File: src/rtl/pipe_hazard_pkg.sv
// Shared types and constants for the pipeline hazard/forwarding control unit.
// Holds the scoreboard entry layout, the halt-drain FSM states and the
// regfile forward-select encoding.
package pipe_hazard_pkg;

  localparam int unsigned SB_REG_ADDR_W = 5;
  localparam int unsigned SB_NUM_SRC    = 2;
  localparam int unsigned FSEL_REGFILE  = 0;

  // One in-flight instruction as seen by the hazard unit
  typedef struct packed {
    logic                                     valid;
    logic [SB_REG_ADDR_W-1:0]                 rd;
    logic                                     regwrite;
    logic                                     memread;
    logic                                     multicycle;
    logic [SB_NUM_SRC-1:0][SB_REG_ADDR_W-1:0] rs;
  } sb_entry_t;

  localparam sb_entry_t SB_EMPTY = '0;

  typedef enum logic [1:0] {
    RUN    = 2'd0,
    DRAIN  = 2'd1,
    HALTED = 2'd2
  } hz_state_e;

endpackage

File: src/rtl/pipe_hazard_ctrl_if.sv
// Bundle between the pipeline datapath (master) and the hazard unit (slave).
// master drives the ID instruction description, ex_redirect and ex_halt;
// slave returns PC/IF/ID/EX controls, forward selects, halted and statistics.
interface pipe_hazard_ctrl_if #(
  parameter int unsigned REG_ADDR_W = 5,
  parameter int unsigned NUM_SRC    = 2,
  parameter int unsigned FWD_DEPTH  = 2,
  parameter int unsigned CNT_W      = 32
);
  localparam int unsigned FSEL_W = $clog2(FWD_DEPTH + 1);

  logic                          id_valid;
  logic [NUM_SRC*REG_ADDR_W-1:0] id_rs;
  logic [NUM_SRC-1:0]            id_rs_used;
  logic [REG_ADDR_W-1:0]         id_rd;
  logic                          id_regwrite;
  logic                          id_memread;
  logic                          id_multicycle;
  logic                          ex_redirect;
  logic                          ex_halt;
  logic                          pc_stall;
  logic                          ifid_stall;
  logic                          ifid_flush;
  logic                          idex_bubble;
  logic                          ex_hold;
  logic [NUM_SRC*FSEL_W-1:0]     fwd_sel;
  logic                          halted;
  logic [CNT_W-1:0]              stat_stall;
  logic [CNT_W-1:0]              stat_flush;

  modport master (
    output id_valid, id_rs, id_rs_used, id_rd, id_regwrite, id_memread,
           id_multicycle, ex_redirect, ex_halt,
    input  pc_stall, ifid_stall, ifid_flush, idex_bubble, ex_hold, fwd_sel,
           halted, stat_stall, stat_flush
  );

  modport slave (
    input  id_valid, id_rs, id_rs_used, id_rd, id_regwrite, id_memread,
           id_multicycle, ex_redirect, ex_halt,
    output pc_stall, ifid_stall, ifid_flush, idex_bubble, ex_hold, fwd_sel,
           halted, stat_stall, stat_flush
  );

endinterface

File: src/rtl/hz_src_match.sv
// Per-source priority matcher over the hazard scoreboard.
// Ports: sb_i scoreboard (position 0 = EX), rs_i/used_i source register,
//        fwd_sel_o youngest usable forwarding position (0 = regfile),
//        load_hit_o youngest match is a load too young to forward.
// FIRST_POS is the youngest position searched; LOAD_LAG is how many cycles
// later the consumer reaches EX (0 for an EX source, 1 for an ID source).
module hz_src_match
  import pipe_hazard_pkg::*;
#(
  parameter int unsigned FWD_DEPTH      = 2,
  parameter int unsigned LOAD_FWD_STAGE = 2,
  parameter int unsigned FIRST_POS      = 1,
  parameter int unsigned LOAD_LAG       = 0
) (
  input  sb_entry_t [FWD_DEPTH:0]   sb_i,
  input  logic [SB_REG_ADDR_W-1:0]  rs_i,
  input  logic                      used_i,
  output logic [$clog2(FWD_DEPTH+1)-1:0] fwd_sel_o,
  output logic                      load_hit_o
);
  localparam int unsigned FSEL_W = $clog2(FWD_DEPTH + 1);

  logic              hit_c;
  logic              hit_load_c;
  logic              too_young_c;
  logic [FSEL_W-1:0] hit_pos_c;
  logic              unused_sb_c;

  // Scan oldest to youngest so the youngest match wins
  always_comb begin
    hit_c      = 1'b0;
    hit_load_c = 1'b0;
    hit_pos_c  = '0;
    for (int k = int'(FWD_DEPTH); k >= int'(FIRST_POS); k--) begin
      if (used_i && (rs_i != '0) && sb_i[k].valid && sb_i[k].regwrite &&
          (sb_i[k].rd == rs_i)) begin
        hit_c      = 1'b1;
        hit_load_c = sb_i[k].memread;
        hit_pos_c  = FSEL_W'(k);
      end
    end
    too_young_c = hit_load_c &&
                  ((int'(hit_pos_c) + int'(LOAD_LAG)) < int'(LOAD_FWD_STAGE));
    fwd_sel_o   = (hit_c && !too_young_c) ? hit_pos_c : FSEL_W'(FSEL_REGFILE);
    load_hit_o  = hit_c && too_young_c;
  end

  assign unused_sb_c = ^sb_i;

endmodule

File: src/rtl/pipe_hazard_ctrl.sv
// Hazard, forwarding and pipeline-control unit beside the ID/EX boundary.
// Ports: clk, reset (sync, active-high), hz (slave modport of
//        pipe_hazard_ctrl_if: ID instruction info, ex_redirect, ex_halt in;
//        PC/IF/ID/EX controls, fwd_sel, halted, stat_* out).
// Optional statistics counters are built when HAZARD_STATS_EN is defined;
// otherwise stat_stall/stat_flush are tied to 0.
module pipe_hazard_ctrl
  import pipe_hazard_pkg::*;
#(
  parameter int unsigned REG_ADDR_W     = SB_REG_ADDR_W,
  parameter int unsigned NUM_SRC        = SB_NUM_SRC,
  parameter int unsigned FWD_DEPTH      = 2,
  parameter int unsigned LOAD_FWD_STAGE = 2,
  parameter int unsigned MC_LAT         = 4,
  parameter int unsigned CNT_W          = 32
) (
  input logic               clk,
  input logic               reset,
  pipe_hazard_ctrl_if.slave hz
);
  localparam int unsigned FSEL_W   = $clog2(FWD_DEPTH + 1);
  localparam int unsigned MC_CNT_W = $clog2(MC_LAT);

  hz_state_e                  state_q, state_d;
  sb_entry_t [FWD_DEPTH:0]    sb_q, sb_d;
  logic [MC_CNT_W-1:0]        mc_cnt_q, mc_cnt_d;
  sb_entry_t                  id_entry_c;
  logic [NUM_SRC-1:0][FSEL_W-1:0] ex_fsel_c, id_fsel_c;
  logic [NUM_SRC-1:0]         ex_load_hit_c, id_load_hit_c;
  logic ex_hold_c, ex_go_c, load_use_c, drained_c;
  logic halt_ok_c, redirect_ok_c, stall_ev_c;
  logic pc_stall_c, ifid_stall_c, ifid_flush_c, idex_bubble_c;

  // ID instruction in scoreboard-entry form
  always_comb begin
    id_entry_c            = SB_EMPTY;
    id_entry_c.valid      = hz.id_valid;
    id_entry_c.rd         = hz.id_rd;
    id_entry_c.regwrite   = hz.id_regwrite;
    id_entry_c.memread    = hz.id_memread;
    id_entry_c.multicycle = hz.id_multicycle;
    for (int s = 0; s < int'(NUM_SRC); s++)
      id_entry_c.rs[s] = hz.id_rs[s*REG_ADDR_W +: REG_ADDR_W];
  end

  // EX sources pick forwarding; ID sources look for a load-use hazard
  for (genvar s = 0; s < NUM_SRC; s++) begin : g_src
    hz_src_match #(
      .FWD_DEPTH(FWD_DEPTH), .LOAD_FWD_STAGE(LOAD_FWD_STAGE),
      .FIRST_POS(1), .LOAD_LAG(0)
    ) u_ex_match (
      .sb_i(sb_q), .rs_i(sb_q[0].rs[s]), .used_i(1'b1),
      .fwd_sel_o(ex_fsel_c[s]), .load_hit_o(ex_load_hit_c[s])
    );
    hz_src_match #(
      .FWD_DEPTH(FWD_DEPTH), .LOAD_FWD_STAGE(LOAD_FWD_STAGE),
      .FIRST_POS(0), .LOAD_LAG(1)
    ) u_id_match (
      .sb_i(sb_q), .rs_i(id_entry_c.rs[s]), .used_i(hz.id_rs_used[s]),
      .fwd_sel_o(id_fsel_c[s]), .load_hit_o(id_load_hit_c[s])
    );
  end

  assign ex_hold_c  = (mc_cnt_q != '0);
  assign ex_go_c    = sb_q[0].valid && !ex_hold_c;
  assign load_use_c = hz.id_valid && (|id_load_hit_c);

  always_comb begin
    drained_c = (mc_cnt_q == '0);
    for (int k = 0; k <= int'(FWD_DEPTH); k++)
      if (sb_q[k].valid) drained_c = 1'b0;
  end

  // FSM next state and pipeline controls; halt/drain > redirect > hold > load-use
  always_comb begin
    state_d       = state_q;
    pc_stall_c    = 1'b0;
    ifid_stall_c  = 1'b0;
    ifid_flush_c  = 1'b0;
    idex_bubble_c = 1'b0;
    halt_ok_c     = 1'b0;
    redirect_ok_c = 1'b0;
    stall_ev_c    = 1'b0;
    case (state_q)
      RUN: begin
        halt_ok_c     = ex_go_c && hz.ex_halt;
        redirect_ok_c = ex_go_c && hz.ex_redirect && !halt_ok_c;
        if (halt_ok_c) begin
          // Stop younger work entering EX from the HALT cycle onward
          state_d       = DRAIN;
          pc_stall_c    = 1'b1;
          ifid_flush_c  = 1'b1;
          idex_bubble_c = 1'b1;
        end else if (redirect_ok_c) begin
          ifid_flush_c  = 1'b1;
          idex_bubble_c = 1'b1;
        end else if (ex_hold_c) begin
          pc_stall_c    = 1'b1;
          ifid_stall_c  = 1'b1;
          stall_ev_c    = 1'b1;
        end else if (load_use_c) begin
          pc_stall_c    = 1'b1;
          ifid_stall_c  = 1'b1;
          idex_bubble_c = 1'b1;
          stall_ev_c    = 1'b1;
        end
      end
      DRAIN, HALTED: begin
        pc_stall_c    = 1'b1;
        ifid_flush_c  = 1'b1;
        idex_bubble_c = 1'b1;
        if (state_q == DRAIN && drained_c) state_d = HALTED;
      end
      default: state_d = RUN;
    endcase
  end

  // Scoreboard shift and multi-cycle occupancy counter
  always_comb begin
    sb_d = sb_q;
    for (int k = 2; k <= int'(FWD_DEPTH); k++) sb_d[k] = sb_q[k-1];
    sb_d[1]  = ex_hold_c ? SB_EMPTY : sb_q[0];
    mc_cnt_d = ex_hold_c ? mc_cnt_q - MC_CNT_W'(1) : mc_cnt_q;
    if (!ex_hold_c) begin
      sb_d[0] = idex_bubble_c ? SB_EMPTY : id_entry_c;
      if (!idex_bubble_c && hz.id_valid && hz.id_multicycle)
        mc_cnt_d = MC_CNT_W'(MC_LAT - 1);
    end
  end

  always_ff @(posedge clk) begin
    if (reset) state_q <= RUN;
    else       state_q <= state_d;
  end

  always_ff @(posedge clk) begin
    if (reset) begin
      sb_q     <= '0;
      mc_cnt_q <= '0;
    end else begin
      sb_q     <= sb_d;
      mc_cnt_q <= mc_cnt_d;
    end
  end

  assign hz.pc_stall    = pc_stall_c;
  assign hz.ifid_stall  = ifid_stall_c;
  assign hz.ifid_flush  = ifid_flush_c;
  assign hz.idex_bubble = idex_bubble_c;
  assign hz.ex_hold     = ex_hold_c;
  assign hz.fwd_sel     = ex_fsel_c;
  assign hz.halted      = (state_q == HALTED);

`ifdef HAZARD_STATS_EN
  logic [CNT_W-1:0] stat_stall_q, stat_flush_q;
  logic             unused_c;

  // Saturating event counters
  always_ff @(posedge clk) begin
    if (reset) begin
      stat_stall_q <= '0;
      stat_flush_q <= '0;
    end else begin
      if (stall_ev_c && (stat_stall_q != '1))
        stat_stall_q <= stat_stall_q + CNT_W'(1);
      if (redirect_ok_c && (stat_flush_q != '1))
        stat_flush_q <= stat_flush_q + CNT_W'(1);
    end
  end

  assign hz.stat_stall = stat_stall_q;
  assign hz.stat_flush = stat_flush_q;
  assign unused_c      = ^{ex_load_hit_c, id_fsel_c};
`else
  logic unused_c;
  assign hz.stat_stall = '0;
  assign hz.stat_flush = '0;
  assign unused_c      = ^{ex_load_hit_c, id_fsel_c, stall_ev_c};
`endif

endmodule

File: src/flat_wrapper.sv
// flat-port wrapper written by rule: the top's interface ports become plain ports
module pipe_hazard_ctrl_flat import pipe_hazard_pkg::*;
#(
  parameter int unsigned REG_ADDR_W     = SB_REG_ADDR_W,
  parameter int unsigned NUM_SRC        = SB_NUM_SRC,
  parameter int unsigned FWD_DEPTH      = 2,
  parameter int unsigned LOAD_FWD_STAGE = 2,
  parameter int unsigned MC_LAT         = 4,
  parameter int unsigned CNT_W          = 32
)
  (clk, reset, hz_id_valid, hz_id_rs, hz_id_rs_used, hz_id_rd, hz_id_regwrite, hz_id_memread, hz_id_multicycle, hz_ex_redirect, hz_ex_halt, hz_pc_stall, hz_ifid_stall, hz_ifid_flush, hz_idex_bubble, hz_ex_hold, hz_fwd_sel, hz_halted, hz_stat_stall, hz_stat_flush);
  pipe_hazard_ctrl_if #(.REG_ADDR_W(REG_ADDR_W), .NUM_SRC(NUM_SRC), .FWD_DEPTH(FWD_DEPTH), .CNT_W(CNT_W)) hz_i ();
  input logic clk;
  input logic reset;
  input wire logic [$bits(hz_i.id_valid)-1:0] hz_id_valid;
  input wire logic [$bits(hz_i.id_rs)-1:0] hz_id_rs;
  input wire logic [$bits(hz_i.id_rs_used)-1:0] hz_id_rs_used;
  input wire logic [$bits(hz_i.id_rd)-1:0] hz_id_rd;
  input wire logic [$bits(hz_i.id_regwrite)-1:0] hz_id_regwrite;
  input wire logic [$bits(hz_i.id_memread)-1:0] hz_id_memread;
  input wire logic [$bits(hz_i.id_multicycle)-1:0] hz_id_multicycle;
  input wire logic [$bits(hz_i.ex_redirect)-1:0] hz_ex_redirect;
  input wire logic [$bits(hz_i.ex_halt)-1:0] hz_ex_halt;
  output wire logic [$bits(hz_i.pc_stall)-1:0] hz_pc_stall;
  output wire logic [$bits(hz_i.ifid_stall)-1:0] hz_ifid_stall;
  output wire logic [$bits(hz_i.ifid_flush)-1:0] hz_ifid_flush;
  output wire logic [$bits(hz_i.idex_bubble)-1:0] hz_idex_bubble;
  output wire logic [$bits(hz_i.ex_hold)-1:0] hz_ex_hold;
  output wire logic [$bits(hz_i.fwd_sel)-1:0] hz_fwd_sel;
  output wire logic [$bits(hz_i.halted)-1:0] hz_halted;
  output wire logic [$bits(hz_i.stat_stall)-1:0] hz_stat_stall;
  output wire logic [$bits(hz_i.stat_flush)-1:0] hz_stat_flush;
  assign hz_i.id_valid = hz_id_valid;
  assign hz_i.id_rs = hz_id_rs;
  assign hz_i.id_rs_used = hz_id_rs_used;
  assign hz_i.id_rd = hz_id_rd;
  assign hz_i.id_regwrite = hz_id_regwrite;
  assign hz_i.id_memread = hz_id_memread;
  assign hz_i.id_multicycle = hz_id_multicycle;
  assign hz_i.ex_redirect = hz_ex_redirect;
  assign hz_i.ex_halt = hz_ex_halt;
  assign hz_pc_stall = hz_i.pc_stall;
  assign hz_ifid_stall = hz_i.ifid_stall;
  assign hz_ifid_flush = hz_i.ifid_flush;
  assign hz_idex_bubble = hz_i.idex_bubble;
  assign hz_ex_hold = hz_i.ex_hold;
  assign hz_fwd_sel = hz_i.fwd_sel;
  assign hz_halted = hz_i.halted;
  assign hz_stat_stall = hz_i.stat_stall;
  assign hz_stat_flush = hz_i.stat_flush;
  pipe_hazard_ctrl #(.REG_ADDR_W(REG_ADDR_W), .NUM_SRC(NUM_SRC), .FWD_DEPTH(FWD_DEPTH), .LOAD_FWD_STAGE(LOAD_FWD_STAGE), .MC_LAT(MC_LAT), .CNT_W(CNT_W)) u_core (.clk(clk), .reset(reset), .hz(hz_i));
endmodule
File: config.mk
export PLATFORM = sky130hd
export DESIGN_NAME = pipe_hazard_ctrl_flat
export DESIGN_NICKNAME = d
export VERILOG_FILES = /design/src/rtl/pipe_hazard_pkg.sv /design/src/rtl/pipe_hazard_ctrl_if.sv /design/src/rtl/hz_src_match.sv /design/src/rtl/pipe_hazard_ctrl.sv /design/src/flat_wrapper.sv
export SDC_FILE = /design/constraint.sdc
export NUM_CORES = 1
export LEC_CHECK = 0
export BUFFER_PORTS_ARGS = -buffer_cell sky130_fd_sc_hd__buf_2
export CORE_MARGIN = 1.5
export CORE_UTILIZATION = 48
export CTS_CLUSTER_SIZE = 25
export DETAILED_ROUTE_END_ITERATION = 10
export PLACE_DENSITY = 0.82
export SKIP_CTS_REPAIR_TIMING = 1
export SYNTH_ARGS = -nofsm -noshare
export SYNTH_HDL_FRONTEND = slang
export SYNTH_SLANG_ARGS = --single-unit
File: constraint.sdc
create_clock -name clk -period 3.7 [get_ports clk]
set_clock_uncertainty 0.05 [all_clocks]
set_input_delay 1.11 -clock clk [delete_from_list [all_inputs] [get_ports clk]]
set_output_delay 1.11 -clock clk [all_outputs]
set_load 0.1 [all_outputs]
Word level (Yosys, flattened, before mapping)
Index checks and enable logic that the tools add are counted.

Output and inout bits: 74. Register bits after elaboration: 38. Logic and storage cells: 157. Input bits: 25.

Order comparisons: 4. Reductions and logical operators: 64. $add $sub $neg: 3. Equal/unequal tests: 14. Muxes and demuxes: 56.

Operators by type and width (number): $eq A5 B5 Y1 (10); $logic_and A1 B1 Y1 (48); $mux W1 (34); $mux W2 (17); $reduce_bool A5 Y1 (4); $mux W19 (1); $add A2 B1 Y3 const B (2); $lt A3 B2 Y1 const B (2); $pmux W1 S2 (3); $reduce_or A2 Y1 (3); $logic_not A1 Y1 (5); $logic_not A2 Y1 (2); $lt A2 B2 Y1 const B (2); $ne A2 B1 Y1 const B (2); $pmux W2 S2 (1); $eq A2 B1 Y1 const B (1); $eq A2 B2 Y1 const B (1); $reduce_and A2 Y1 (1); $reduce_bool A2 Y1 (1); $sub A2 B1 Y2 const B (1).

Longest topological paths before layout
Gate-level depths: netlist of run 1.

Word-level depth: 24. Gate-level depth with buffers: 9. Gate-level depth less buffers: 8.

Cells and area by module
A second synthesis of run 1 with hierarchy kept.

Cells, all modules: 329. Area, all modules: 3216.8 um^2.

Modules (own cells, without submodules): pipe_hazard_ctrl (instances 1, area an instance 2428.6 um^2, cells each 233); hz_src_match (u_core.g_src[0].u_id_match ...) (instances 2, area an instance 230.2 um^2, cells each 28); hz_src_match (u_core.g_src[0].u_ex_match ...) (instances 2, area an instance 163.9 um^2, cells each 20).

Least setup slack after synthesis of run 1
OpenSTA, ideal clock, no wires.

Path type: reg-to-output. Start point: reg u_core.sb_q[4] (netlist bit). End point: out hz_fwd_sel[0]. Path buffers: 0. Arrival time: 3.633 ns. Stages on the path, launching flop included: 5. Required time: 2.540 ns. Slack: -1.093 ns. Path through: dfxtp_1 -> xor2_1 -> nor2_1 -> o2111ai_1 -> nor4_1.

Word-level cells in the longest chain between the ends: 11. Elaborated cells between the ends (all ways): 20. Classes of those cells: order compare: 1; eq/ne: 2; mux: 7; reduce/logical: 10.

Ends and longest elaborated chain: from (decl) (line pipe_hazard_ctrl.sv:25) `sb_entry_t [FWD_DEPTH:0] sb_q, sb_d;`; from (signal assigned) (line pipe_hazard_ctrl.sv:138) `sb_q <= '0;`; from (signal assigned) (line pipe_hazard_ctrl.sv:141) `sb_q <= sb_d;`; $reduce_bool A5 Y1 (line hz_src_match.sv:35) `if (used_i && (rs_i != '0) && sb_i[k].valid && sb_i[k].regwrite &&`; $logic_and A1 B1 Y1 (3 in series) (line hz_src_match.sv:35); $mux W2 (2 in series) (line hz_src_match.sv:35); $lt A2 B2 Y1 (line hz_src_match.sv:43) `((int'(hit_pos_c) + int'(LOAD_LAG)) < int'(LOAD_FWD_STAGE));`; $logic_and A1 B1 Y1 (line hz_src_match.sv:42) `too_young_c = hit_load_c &&`; $logic_not A1 Y1 (line hz_src_match.sv:44) `fwd_sel_o = (hit_c && !too_young_c) ? hit_pos_c : FSEL_W'(FSEL_REGFILE);`; $logic_and A1 B1 Y1 (line hz_src_match.sv:44); $mux W2 (*) (line hz_src_match.sv:44); to (decl) (line flat_wrapper.sv:29) `output wire logic [$bits(hz_i.fwd_sel)-1:0] hz_fwd_sel;`.

Mark *: on every way between the ends. The rest lies on a longest branch, timed or not.

Final worst setup path of run 1
Start point: in hz_id_rs[1]. End point: out hz_pc_stall.

Word-level cells in the longest chain between the ends: 19. Elaborated cells between the ends (all ways): 34. Classes of those cells: add/sub: 1; order compare: 1; eq/ne: 3; mux: 14; reduce/logical: 15.

Ends and longest elaborated chain: from (decl) (line flat_wrapper.sv:16) `input wire logic [$bits(hz_i.id_rs)-1:0] hz_id_rs;`; $reduce_bool A5 Y1 (line hz_src_match.sv:35); $logic_and A1 B1 Y1 (4 in series) (line hz_src_match.sv:35); $mux W2 (3 in series) (line hz_src_match.sv:35); $add A2 B1 Y3 (line hz_src_match.sv:43); $lt A3 B2 Y1 (line hz_src_match.sv:43); $logic_and A1 B1 Y1 (line hz_src_match.sv:42); $logic_and A1 B1 Y1 (*) (line hz_src_match.sv:45) `load_hit_o = hit_c && too_young_c;`; $reduce_or A2 Y1 (*) (line pipe_hazard_ctrl.sv:66) `assign load_use_c = hz.id_valid && (|id_load_hit_c);`; $logic_and A1 B1 Y1 (*) (line pipe_hazard_ctrl.sv:66); $mux W1 (*) (line pipe_hazard_ctrl.sv:101) `end else if (load_use_c) begin`; $mux W1 (*) (line pipe_hazard_ctrl.sv:97) `end else if (ex_hold_c) begin`; $mux W1 (*) (line pipe_hazard_ctrl.sv:94) `end else if (redirect_ok_c) begin`; $mux W1 (*) (line pipe_hazard_ctrl.sv:88) `if (halt_ok_c) begin`; $pmux W1 S2 (*) (line pipe_hazard_ctrl.sv:84) `case (state_q)`; to (decl) (line flat_wrapper.sv:24) `output wire logic [$bits(hz_i.pc_stall)-1:0] hz_pc_stall;`.

Marks and branches as above.

==> metrics list, run 1 <==
- The flow ran to the end, but the final reports show violations.
- Violations in the final reports: design-rule violations, negative setup slack
- Count of filler cells inserted in the layout: 391
- Die X: 71.6 µm
* Source-to-sink clock delay at the later pin of the worst-skew pair: 0.28 ns
- Last weighted congestion value of the routability-driven placer: 0.912
* Power per Cell Area: 785 nW/µm²
- 99 I/O pins were placed.
* Routed wire length: 4450 µm
- Worst min-delay path class: reg2reg
- In the final design database the tool counted 330 nets.
* Reg2reg end: u_core.mc_cnt_q[1]$_SDFF_PP0_
* Internal power summed over all cells: 0.964 mW
- Of the total power, registers draw 29.2%.
* FP Rows: 24
- VDD sags by at most 684 µV.
- On the worst path, the slowest cell contributes a delay of 0.54 ns.
- The top cell type by area accounts for 32.8% of the synthesized area.
- NetSw: 1.05 mW
* Category of the worst setup path capture point: output port
* Seq/Total Area, Yosys: 32.8%
* Final count of pins violating max slew: 0
- The clock passes through at most 2 buffers.
- The most numerous cell type found on the critical path is buf_6.
- The most critical setup path has its startpoint at hz_id_rs[1].
* Least-Margin Pin Slew: 0.718 ns
- Final critical-path required period: 3.81 ns
* Hold Crit Depth: 1
* Die footprint: 5130 µm²
- Achievable Freq: 263 MHz
* Highest-delay cell along the critical path: or4_4
- Data arrives at the worst endpoint at 2.65 ns.
- The critical path is of the in2out type.
* Final design area excluding fillers: 2570 µm²
- Initial core utilization: 50.8%
- The most used flip-flop cell after synthesis is dfxtp_1.
- Counting flops with an async set or reset pin after synthesis yields a share of 0%.
- From synthesis to final layout, the design area changed by 13.6%.
- During synthesis, Yosys emitted a total of 0 warnings.
* RSZ-0062 raised after global routing: yes
- Dividing the detail-routed wire length by the instance count gives 12.6 µm.
- Across the run, the number of max-cap violations was 0.
- Wire length of the first global-routing pass: 6930 µm
* Area of the mapped netlist: 2260 µm²
- Hold Crit Endpoint: u_core.sb_q[50]$_SDFF_PP0_
* Post-DP HPWL: 3460 µm
- The region available for standard cell placement spans 4440 µm².
- Number of endpoints with negative hold slack in the final report: 0
- Sum of overflow across all layers after global routing: 0
- Clock-pin slew was measured on the worst setup and hold paths at 0.07 ns.
- Clock network fraction of design power: 14.0%
* Antenna Violating Nets Remaining: 0
- Distinct cells, synth: 40
- Number of enable-type register cells in the synthesized netlist: 0
- Worst path cell trace: buf_6, or4_4, a21oi_4, nor3_2, o2111ai_2, buf_6, a31oi_4, buf_12
* Maximum fanout along the worst path: 2
- Drt initial violations: 79
- Critical path required time: 2.54 ns
- Prior to clock tree synthesis, the placed netlist has a worst setup slack of -0.218 ns.
- In the synthesized netlist, the number of instances is 250.
- Area leader, netlist: dfxtp_1
- Detailed-routing iteration count for the pre-antenna-repair pass: 9
- Placement-stage cell area: 2360 µm²
* Vias in the first global route: 1552
- 0 antenna diodes ended up in the layout.
- The post-route netlist has 24.3% of its cells at a drive strength greater than 1.
- CTS saw 37 sinks.
- In this run the clock root is driven by a clkbuf_8.
- A synthesized cell averages 9.04 µm².
- Cell depth of the worst flop-to-flop path: 8
* Final setup margin: -0.109 ns
* R2r setup slk: 1.42 ns
* Overall track demand over capacity in global routing: 17.3%
- The worst register-to-register path begins at u_core.state_q[0]$_SDFFE_PP0P_.
* Total number of vias: 1744
- In this run the most critical hold path is launched from u_core.sb_d[50]$_SDFF_PP0_.
- Switching portion of total power: 52.2%
- Core utilization of the finished layout: 57.8%
- Die Y: 71.6 µm
* Share of the clock period used by the worst path: 103%
- Worst-case headroom to the max-slew limit: 52.1%
- Seq cells post-synth: 37
* Depth of the CTS H-tree: 2
- Leakage component of the power: 1.17 nW
- DRC: 8
- DR vias/cell: 4.94
- Clock tree from TritonCTS: built
- Entering global routing, the biggest net connects 19 pins.
* Cts bufs inserted: 5
* Count of input and output buffers: 34
- Of the total power, combinational logic draws 56.8%.
- CP Launch Type: input port
- Synth area leaders: dfxtp_1 33%, buf_4 21%, a22o_1 7.0%
- The number of antenna violations at the first check in global routing is 0.
- Setup violations remaining at the end of the flow were counted as 2.
- Adding up every negative setup slack in the final design gives -0.162 ns.
==> cell usage in the layout, fill, tap and decap left out, drive strengths merged, types with 3 or more instances in the layout <==
cell type	instances
a22o	18
buf	48
inv	7
nor4	6
nand3	5
clkbuf	7
nor2	20
nand2	5
xor2	7
and2	9
nor3	5
nor2b	5
conb	64
a21oi	6
ha	4
dfxtp	37
nand4	6
xnor2	18
or4	3
==> sequential cells by signal, indices dropped and copies added, names as in the netlist <==
register,flops
u_core.sb_q,25
u_core.sb_d,8
u_core.mc_cnt_q,2
u_core.state_q,2
==> per-stage QoR <==
step / std cells / hold slack (ns) / power (mW)
after global routing: 353 / 0.437 / 2.11
final: 353 / 0.419 / 2.02
after floorplan: 313 / 0.388 / 1.52
after detailed placement: 346 / 0.413 / 1.63
after global placement: 346 / 0.396 / 1.61
after CTS: 353 / 0.423 / 1.91
==> synth_stat cells (all sizes together), types with 2 or more instances <==
cell and count:
a21oi 6, a22o 18, a31oi 2, and2 9
buf 65, dfxtp 37, ha 4, inv 7
mux2i 2, nand2 5, nand2b 2, nand3 5
nand4 6, nor2 20, nor2b 5, nor3 5
nor4 6, o2111ai 2, o21bai 2, or3b 2
or4 3, xnor2 18, xor2 7
==> worst max-delay path: cells and delay by family <==
family                 cells  cell delay (ns)
and+or+nand+nor            2             0.61
AOI/OAI and AO/OA          3             0.49
buffers and inverters      3             0.44
==> power groups by stage <==
stage	Combinational [mW]	Sequential, mW	Clock [mW]
final	1.14	0.589	0.282
after CTS	1.04	0.586	0.287
after global routing	1.20	0.601	0.311
after global placement	1.02	0.590	0
after detailed placement	1.04	0.596	0
after floorplan	0.958	0.561	0
==> area by class of cell <==
| class | count | area, µm² | share of cell area [%] |
|---|---|---|---|
| repair buffers | 48 | 349 | 13.6 |
| well taps | 52 | 65.1 | 2.53 |
| clock buffers | 7 | 86.3 | 3.36 |
| multi-input cells | 202 | 1300 | 50.6 |
| flip-flops and latches | 37 | 741 | 28.8 |
| inverters | 7 | 26.3 | 1.02 |
==> cells by family after synthesis <==
family	count (synthesis)	synth area share [%]
xor+xnor	25	9.69
flops	37	32.8
mux	2	0.886
other cells	1	0.166
buf+inv	74	23.5
fa+ha+maj	4	2.21
simple gates	72	18.4
compound gates	35	12.3
==> routing by layer <==
metal / track usage, % / wire, µm / up-vias
met4: 9.01 / 110 / 0
met2: 29.3 / 2140 / 87
met5: 0 / 0 / -
met1: 20.4 / 1850 / 812
met3: 4.08 / 339 / 12
li1: - / - / 833
==> worst max-delay path by stage <==
stage / end / slack [ns] / cells after the start
after CTS: hz_pc_stall / -0.22 / 8
after floorplan: hz_pc_stall / -0.31 / 5
after detailed placement: hz_pc_stall / -0.22 / 8
after global routing: hz_pc_stall / -0.16 / 8
after global placement: hz_pc_stall / -0.22 / 8
final: hz_pc_stall / -0.11 / 8
Note: power is estimated with default switching activity, not from simulation.
==> run 2: changes to the inputs <==
--- a/config.mk
+++ b/config.mk
@@ -5,9 +5,11 @@
 export SDC_FILE = /design/constraint.sdc
 export NUM_CORES = 1
 export LEC_CHECK = 0
+export ABC_AREA = 1
+export ABC_CLOCK_PERIOD_IN_PS = 3700
 export BUFFER_PORTS_ARGS = -buffer_cell sky130_fd_sc_hd__buf_2
 export CORE_MARGIN = 1.5
-export CORE_UTILIZATION = 48
+export CORE_UTILIZATION = 49
 export CTS_CLUSTER_SIZE = 25
 export DETAILED_ROUTE_END_ITERATION = 10
 export PLACE_DENSITY = 0.82
==> metrics list, run 2 <==
* Drt initial violations: 123 (was 79)
- The launching element type of the critical path was an input port (unchanged).
- The count of distinct cell types in the synthesized netlist is 33 (was 40).
- WS Path Type: in2out (unchanged)
- The total overflow reported by the global router came to 0 (unchanged).
- Die footprint: 5530 µm² (was 5130 µm²)
- The global routing met3 resource utilization is 2.57% (was 4.08%).
- Seq/Total Area, Yosys: 29.7% (was 32.8%)
* Total number of vias: 2118 (was 1744)
* Area of the mapped netlist: 2500 µm² (was 2260 µm²)
- The count of maximum capacitance violations was 0 (unchanged).
- Number of flip-flops under the largest register name: 25 (unchanged)
* Core region area: 4820 µm² (was 4440 µm²)
- The remaining antenna violation count after routing was 0 (unchanged).
* Antenna violations before repair: 0 (unchanged)
* Seq cells post-synth: 37 (unchanged)
- The die width was 74.4 µm (was 71.6 µm).
* Worst min-delay path class: reg2reg (unchanged)
* Most crowded layer after global routing: met2 (unchanged)
- R2r setup slk: 1.85 ns (was 1.42 ns)
* Least-Margin Pin Slew: 0.530 ns (was 0.718 ns)
* Post-DP HPWL: 3800 µm (was 3460 µm)
- Hold path startpoint: u_core.sb_d[50]$_SDFF_PP0_ (unchanged)
* Wire length of the first global-routing pass: 8250 µm (was 6930 µm)
* Startpoint of the worst-slack reg-to-reg timing path: u_core.state_q[0]$_SDFFE_PP0P_ (unchanged)
- The via-per-instance ratio was 4.62 (was 4.94).
- The end point of the worst hold path is u_core.sb_q[50]$_SDFF_PP0_ (unchanged).
* Initial core utilization: 51.8% (was 50.8%)
- Area share of the largest cell type after synthesis: 29.7% (was 32.8%)
- Reg2reg end: u_core.sb_q[0]$_SDFFE_PP0N_ (was u_core.mc_cnt_q[1]$_SDFF_PP0_)
- Count of input and output buffers: 34 (unchanged)
- Clock tree from TritonCTS: built (unchanged)
* Fraction of final layout cells sized beyond drive strength 1: 15.1% (was 24.3%)
- M1 GR Usage: 23.4% (was 20.4%)
- The leading cell type by number of instances after synthesis is nand2_1 (was buf_4).
* Power per Cell Area: 868 nW/µm² (was 785 nW/µm²)
* Vias in the first global route: 1913 (was 1552)
* Register bank with the most flops: u_core.sb_q (unchanged)
* Final count of pins violating max slew: 0 (unchanged)
* TritonCTS sink count: 37 (unchanged)
- The total iterations of the first detailed-routing run is 4 (was 9).
- The clock-pin slew on the worst setup and hold paths is 0.07 ns (about the same).
* Critical path required time: 2.54 ns (about the same)
- Number of buffers on the longest clock path: 2 (unchanged)
- Routed wire length: 4990 µm (was 4450 µm)
- Detailed-route wire length per cell: 10.9 µm (was 12.6 µm)
- Die Y: 74.4 µm (was 71.6 µm)
- Leakage component of the power: 1.33 nW (was 1.17 nW)
* Net count reported at finish: 419 (was 330)
* Cts bufs inserted: 5 (unchanged)
- The maximum clock rate came to 288 MHz (was 263 MHz).
* Final worst hold slack: 0.378 ns (was 0.419 ns)
* Area leader, netlist: dfxtp_1 (unchanged)
* Commonest cells after routing, fill and taps aside: 69 x nand2_1, 64 x conb_1, 41 x inv_1 (was 64 x conb_1, 37 x dfxtp_1, 27 x buf_2)
- The maximum ir drop on the vdd rail came to 971 µV (was 684 µV).
* Antenna diode count: 0 (unchanged)
* Overall track demand over capacity in global routing: 19.1% (was 17.3%)
* Syn Area/Cell: 6.98 µm² (was 9.04 µm²)
- The clock period minus worst slack came to 3.48 ns (was 3.81 ns).
- Met2 track demand over resource: 34.2% (was 29.3%)
* Commonest cells post-synth: 69 x nand2_1, 65 x buf_4, 41 x inv_1 (was 64 x buf_4, 37 x dfxtp_1, 18 x a22o_1, 18 x nor2_1, 18 x xnor2_1)
- The post-synthesis async set-or-reset flop share is 0% (unchanged).
- Status: complete, no violations (was complete, but fails checks)
- Synth area leaders: dfxtp_1 30%, buf_4 20%, nand2_1 10% (was dfxtp_1 33%, buf_4 21%, a22o_1 7.0%).
* Number of endpoints with negative hold slack in the final report: 0 (unchanged)
* Synth-to-Final Area Change: 5.56% (was 13.6%)
- Share of the clock period used by the worst path: 94.0% (was 103%)
* Depth of the CTS H-tree: 2 (unchanged)
* Last weighted congestion value of the routability-driven placer: 0.944 (was 0.912)
- The root buffer selected by CTS is clkbuf_8 (unchanged).
- RSZ-0062 raised after global routing: no (was yes).
* Maximum fanout along the worst path: 4 (was 2)
- Number of enable-type register cells in the synthesized netlist: 0 (unchanged)
- FP Rows: 25 (was 24)
- The latest clock arrival within the worst-skew pair came to 0.28 ns (about the same).
- Worst-case headroom to the max-slew limit: 64.6% (was 52.1%)
- The final number of setup-violating endpoints is 0 (was 2).
- The depth of the worst register-to-register path is 8 (unchanged).
- The arrival time of the worst setup path was 2.32 ns (was 2.65 ns).
- The endpoint type of the worst setup path is an output port (unchanged).
- Syn. warnings: 0 (unchanged)
- The final standard cell utilization of the core is 54.7% (was 57.8%).
* Most frequent standard cell in the layout excluding fill and tap cells: nand2_1 (was conb_1)
- The commonest register cell after synthesis is dfxtp_1 (unchanged).
- Count of filler cells inserted in the layout: 468 (was 391)
- TNS Setup: 0 ns (was -0.162 ns)
* Number of placed I/O pins: 99 (unchanged)
- The residual DRC count is 0 (was 8).
* Gate Count Post-Synth: 358 (was 250)
- The largest net degree at the start of global routing was 29 (was 19).
- The number of cells on the worst hold path came to 2 (was 1).
[run 2: changes by cell type in the layout (fill, tap and decap cells not counted), moves of 8 or more]
cell	previous run	this run
a21oi_1	3	22
a22o_1	18	0
and2_1	8	0
buf_4	13	3
inv_1	7	41
nand2_1	4	69
nand4_1	6	23
nor2_1	18	34
xnor2_1	18	4
[run 2: power by group]
| group | internal, mW | leakage (nW) | total [mW] | switching, mW |
|---|---|---|---|---|
| combinational | 0.338 | 0.973 | 1.32 | 0.978 |
| sequential | 0.498 | 0.303 | 0.606 | 0.108 |
| clock | 0.219 | 0.0574 | 0.367 | 0.147 |
| total | 1.05 | 1.33 | 2.29 | 1.23 |
[run 2: stage by stage]
step | worst slack, ns | instance area [µm²] | instances | power (mW)
finish | 0.222 | 2640 | 458 | 2.29
global route | 0.106 | 2640 | 458 | 2.43
CTS | 0.257 | 2640 | 458 | 2.29
detailed placement | 0.260 | 2520 | 450 | 1.92
global placement | 0.297 | 2520 | 450 | 1.90
floorplan | 0.138 | 2740 | 421 | 1.74
[run 2: worst max path at each step]
stage	from	depth (start not counted)	slack [ns]	endpoint
after global routing	hz_id_rs[3]	14	0.11	hz_pc_stall
after detailed placement	hz_id_rs[3]	14	0.26	hz_pc_stall
after CTS	hz_id_rs[3]	14	0.26	hz_pc_stall
after floorplan	hz_id_rs[0]	10	0.14	hz_ifid_stall
final	hz_id_rs[1]	14	0.22	hz_pc_stall
after global placement	hz_id_rs[3]	14	0.30	hz_pc_stall
[run 2: logic make-up after synthesis]
family / share of synthesized area (%)
simple gates: 27.0
buf+inv: 28.8
compound gates: 9.32
flops: 29.7
xor+xnor: 3.16
fa+ha+maj: 2.00
other cells: 0.150
[run 2: routing by layer]
metal	part of all wire, %	vias to the layer above
met2	50	89
met4	1.1	0
met1	43	944
met5	0	-
li1	-	1079
met3	5.8	6
[run 2: final cells by class]
class	count	area, µm²	share of cell area, %
clock buffer	6	82.6	3.13
multi-input combinational	264	1280	48.6
sequential	37	741	28.1
tap	67	83.8	3.18
timing repair buffer	37	238	9.02
inverter	45	171	6.50
clock inverter	2	37.5	1.42
[run 2: worst max-delay path: stages]
cell     delay [ns]
buf_2          0.11
inv_1          0.04
nand2_1        0.05
nand2_1        0.05
nor2_1         0.11
nand4_1        0.12
nand2_1        0.12
nand2_1        0.06
nand2_1        0.05
nand2_1        0.07
nand2_1        0.06
nand2_1        0.04
nand2_1        0.12
buf_12         0.19
==> run 3: changes to the inputs <==
--- a/config.mk
+++ b/config.mk
@@ -9,11 +9,12 @@
 export ABC_CLOCK_PERIOD_IN_PS = 3700
 export BUFFER_PORTS_ARGS = -buffer_cell sky130_fd_sc_hd__buf_2
 export CORE_MARGIN = 1.5
-export CORE_UTILIZATION = 49
+export CORE_UTILIZATION = 55
 export CTS_CLUSTER_SIZE = 25
 export DETAILED_ROUTE_END_ITERATION = 10
-export PLACE_DENSITY = 0.82
+export PLACE_DENSITY = 0.83
 export SKIP_CTS_REPAIR_TIMING = 1
 export SYNTH_ARGS = -nofsm -noshare
 export SYNTH_HDL_FRONTEND = slang
+export SYNTH_HIERARCHICAL = 1
 export SYNTH_SLANG_ARGS = --single-unit
==> metrics list, run 3 <==
- The latest clock arrival within the worst-skew pair was 0.29 ns (was 0.28 ns).
- Share of the clock period used by the worst path: 111% (was 94.0%)
- Depth of the CTS H-tree: 2 (unchanged)
* Sum of overflow across all layers after global routing: 0 (unchanged)
- The first-pass GRT wire length came to 12900 µm (was 8250 µm).
- The total clock sinks came to 38 (was 37).
- Number of endpoints with negative hold slack in the final report: 0 (unchanged)
- Power per Cell Area: 719 nW/µm² (was 868 nW/µm²)
- Register bank with the most flops: u_core/sb_q (was u_core.sb_q)
- The DRC violation total after the first TritonRoute iteration is 199 (was 123).
- CP Launch Type: input port (unchanged)
* Total number of vias: 3341 (was 2118)
* Final count of pins violating max slew: 0 (unchanged)
- Pin count of the biggest net entering global routing: 36 (was 29)
- The biggest fanout along the worst timing path came to 5 (was 4).
- Category of the worst setup path capture point: output port (unchanged)
* Leakage component of the power: 1.97 nW (was 1.33 nW)
- Placement-stage cell area: 3570 µm² (was 2520 µm²)
- Clock tree root driver cell: clkbuf_8 (unchanged)
- The final critical-path setup slack is -0.401 ns (was 0.222 ns).
- The height of the chip came to 81.8 µm (was 74.4 µm).
- Syn Area/Cell: 6.03 µm² (was 6.98 µm²)
- Clock tree from TritonCTS: built (unchanged)
- The maximum clock rate was 244 MHz (was 288 MHz).
- The post-synthesis instance area is 3410 µm² (was 2500 µm²).
- Synth-to-Final Area Change: 13.6% (was 5.56%)
- The initial core utilization is 57.3% (was 51.8%).
* Die X: 81.8 µm (was 74.4 µm)
- The average wire per standard cell is 12.1 µm (was 10.9 µm).
* Commonest cells after routing, fill and taps aside: 124 x nand2_1, 86 x inv_1, 66 x conb_1 (was 69 x nand2_1, 64 x conb_1, 41 x inv_1)
- Vias in the first global route: 2872 (was 1913)
- The commonest non-fill, non-tap cell in the layout was nand2_1 (unchanged).
- Fraction of final layout cells sized beyond drive strength 1: 23.7% (was 15.1%)
- Cts bufs inserted: 5 (unchanged)
- Total power: 2.79 mW (was 2.29 mW)
- The critical path data required time is 2.54 ns (about the same).
- Syn. warnings: 6 (was 0)
* Routed wire length on met3: 678 µm (was 287 µm)
- RSZ-0062 raised after global routing: yes (was no).
- The number of flip-flops under the largest register name was 26 (was 25).
* Met2 wirelength from detailed routing: 3960 µm (was 2480 µm)
* CTS clk-pin slew, worst paths: 0.08 ns (was 0.07 ns)
- The slowest cell on the critical path was o22ai_2 (was buf_12).
* Library cell appearing most often on the critical path: nor2_2 (was nand2_1)
* Overall track demand over capacity in global routing: 25.2% (was 19.1%)
- The number of buffer and inverter instances along the worst setup path came to 4 (was 3).
* Die footprint: 6690 µm² (was 5530 µm²)
- Peak per-stage delay on the critical path: 0.18 ns (was 0.19 ns)
- The detailed-route wire length on metal 1 is 3480 µm (was 2160 µm).
- Detailed-routing iteration count for the pre-antenna-repair pass: 5 (was 4)
- Antenna violations before repair: 0 (unchanged)
* Count of input and output buffers: 34 (unchanged)
* Worst Path Arrival: 2.94 ns (was 2.32 ns)
* Last weighted congestion value of the routability-driven placer: 0.976 (was 0.944)
- DR vias/cell: 4.86 (was 4.62)
- Family with the most delay on the worst path: simple AND/OR/NAND/NOR gates (unchanged)
* FP Rows: 28 (was 25)
* Antenna diode count: 0 (unchanged)
- Number of buffers on the longest clock path: 2 (unchanged)
- Routed wire length: 8360 µm (was 4990 µm)
* Gate Count Post-Synth: 566 (was 358)
- Worst path cell trace: buf_12, clkinv_8, nor2_4, nor2_1, nand2_1, nor2_2, buf_4, nand3_2, nand3_1, nand2_1, nand2_1, nor2_2, nor2_2, nor2_2, o22ai_2, and2_4, o21ai_4, buf_12 (was buf_2, inv_1, nand2_1, nand2_1, nor2_1, nand4_1, nand2_1, nand2_1, nand2_1, nand2_1, nand2_1, nand2_1, nand2_1, buf_12).
* Max_cap viols: 0 (unchanged)
- Post-DP HPWL: 6280 µm (was 3800 µm)
- Final worst hold slack: 0.437 ns (was 0.378 ns)
- Status: complete, but fails checks (was complete, no violations)
- The maximum ir drop on the vdd rail came to 1290 µV (was 971 µV).
- The remaining antenna violation count after routing was 0 (unchanged).
- The placeable core region came to 5960 µm² (was 4820 µm²).
- The final non-filler cell area is 3880 µm² (was 2640 µm²).
- WS Path Type: in2out (unchanged)
- Final critical-path required period: 4.10 ns (was 3.48 ns)
* Final setup violation count: 3 (was 0)
- The highest routed metal layer is met4 (unchanged).
- The fill cell instance count of the final layout was 534 (was 468).
- The final net count was 641 (was 419).
- The residual DRC count came to 0 (unchanged).
- The class of the most critical hold timing path is reg2reg (unchanged).
- Violations in the final reports: negative setup slack
- The I/O pin total came to 99 (unchanged).
[run 3: layout make-up]
class                           instances  area, µm²  share of cell area (%)
Clock inverter                          3       68.8                    1.77
Timing Repair Buffer                   54        414                    10.7
Clock buffer                            5       68.8                    1.77
Tap cell                               75       93.8                    2.42
Sequential cell                        38        761                    19.6
Multi-Input combinational cell        405       2040                    52.7
Inverter                              108        429                    11.1
[run 3: path summary, 6_finish.rpt]
| check | startpoint | endpoint | slack (ns) | depth (start not counted) |
|---|---|---|---|---|
| max | hz_id_rs[8] | hz_pc_stall | -0.40 | 18 |
| min | u_core/sb_q[17]$_SDFFE_PP0P_ | u_core/sb_d[55]$_SDFF_PP0_ | 0.44 | 2 |
| max reg2reg | u_core/sb_d[54]$_SDFF_PP0_ | u_core/mc_cnt_q[1]$_SDFF_PP0_ | 1.08 | 19 |
| min reg2reg | u_core/sb_q[17]$_SDFFE_PP0P_ | u_core/sb_d[55]$_SDFF_PP0_ | 0.44 | 2 |
[run 3: stage by stage]
stage               worst slack [ns]  cells  utilization (%)  setup TNS, ns
CTS                           -0.431    686             62.3          -1.07
global placement              -0.346    678             60.0         -0.831
detailed placement            -0.419    678             60.0          -1.04
finish                        -0.401    688             65.1         -0.999
floorplan                     -0.322    630                -         -0.386
global route                  -0.515    688             65.1          -1.34
[run 3: report_power, final]
group / internal, mW / total [mW] / switching [mW]
Sequential: 0.518 / 0.692 / 0.174
Clock: 0.270 / 0.422 / 0.152
Combinational: 0.470 / 1.67 / 1.20
[run 3: routing by layer]
layer | global-route usage [%] | vias up
li1 | - | 1684
met2 | 42.2 | 156
met4 | 8.98 | 0
met3 | 5.44 | 21
met5 | 0 | -
met1 | 31.7 | 1480
[run 3: worst reg2reg max path, stage by stage (launching register included)]
cell,delay [ns]
dfxtp_1,0.59
nor2_4,0.06
nor2_1,0.11
nand2_1,0.08
nor2_2,0.16
buf_4,0.13
nand3_2,0.08
nand3_1,0.10
nand2_1,0.05
nand2_1,0.07
nor2_2,0.05
nor2_2,0.14
nor2_2,0.07
buf_4,0.14
nand3_4,0.06
buf_4,0.23
nand4_2,0.14
nor2_2,0.13
nor2_1,0.05
nor2_1,0.07
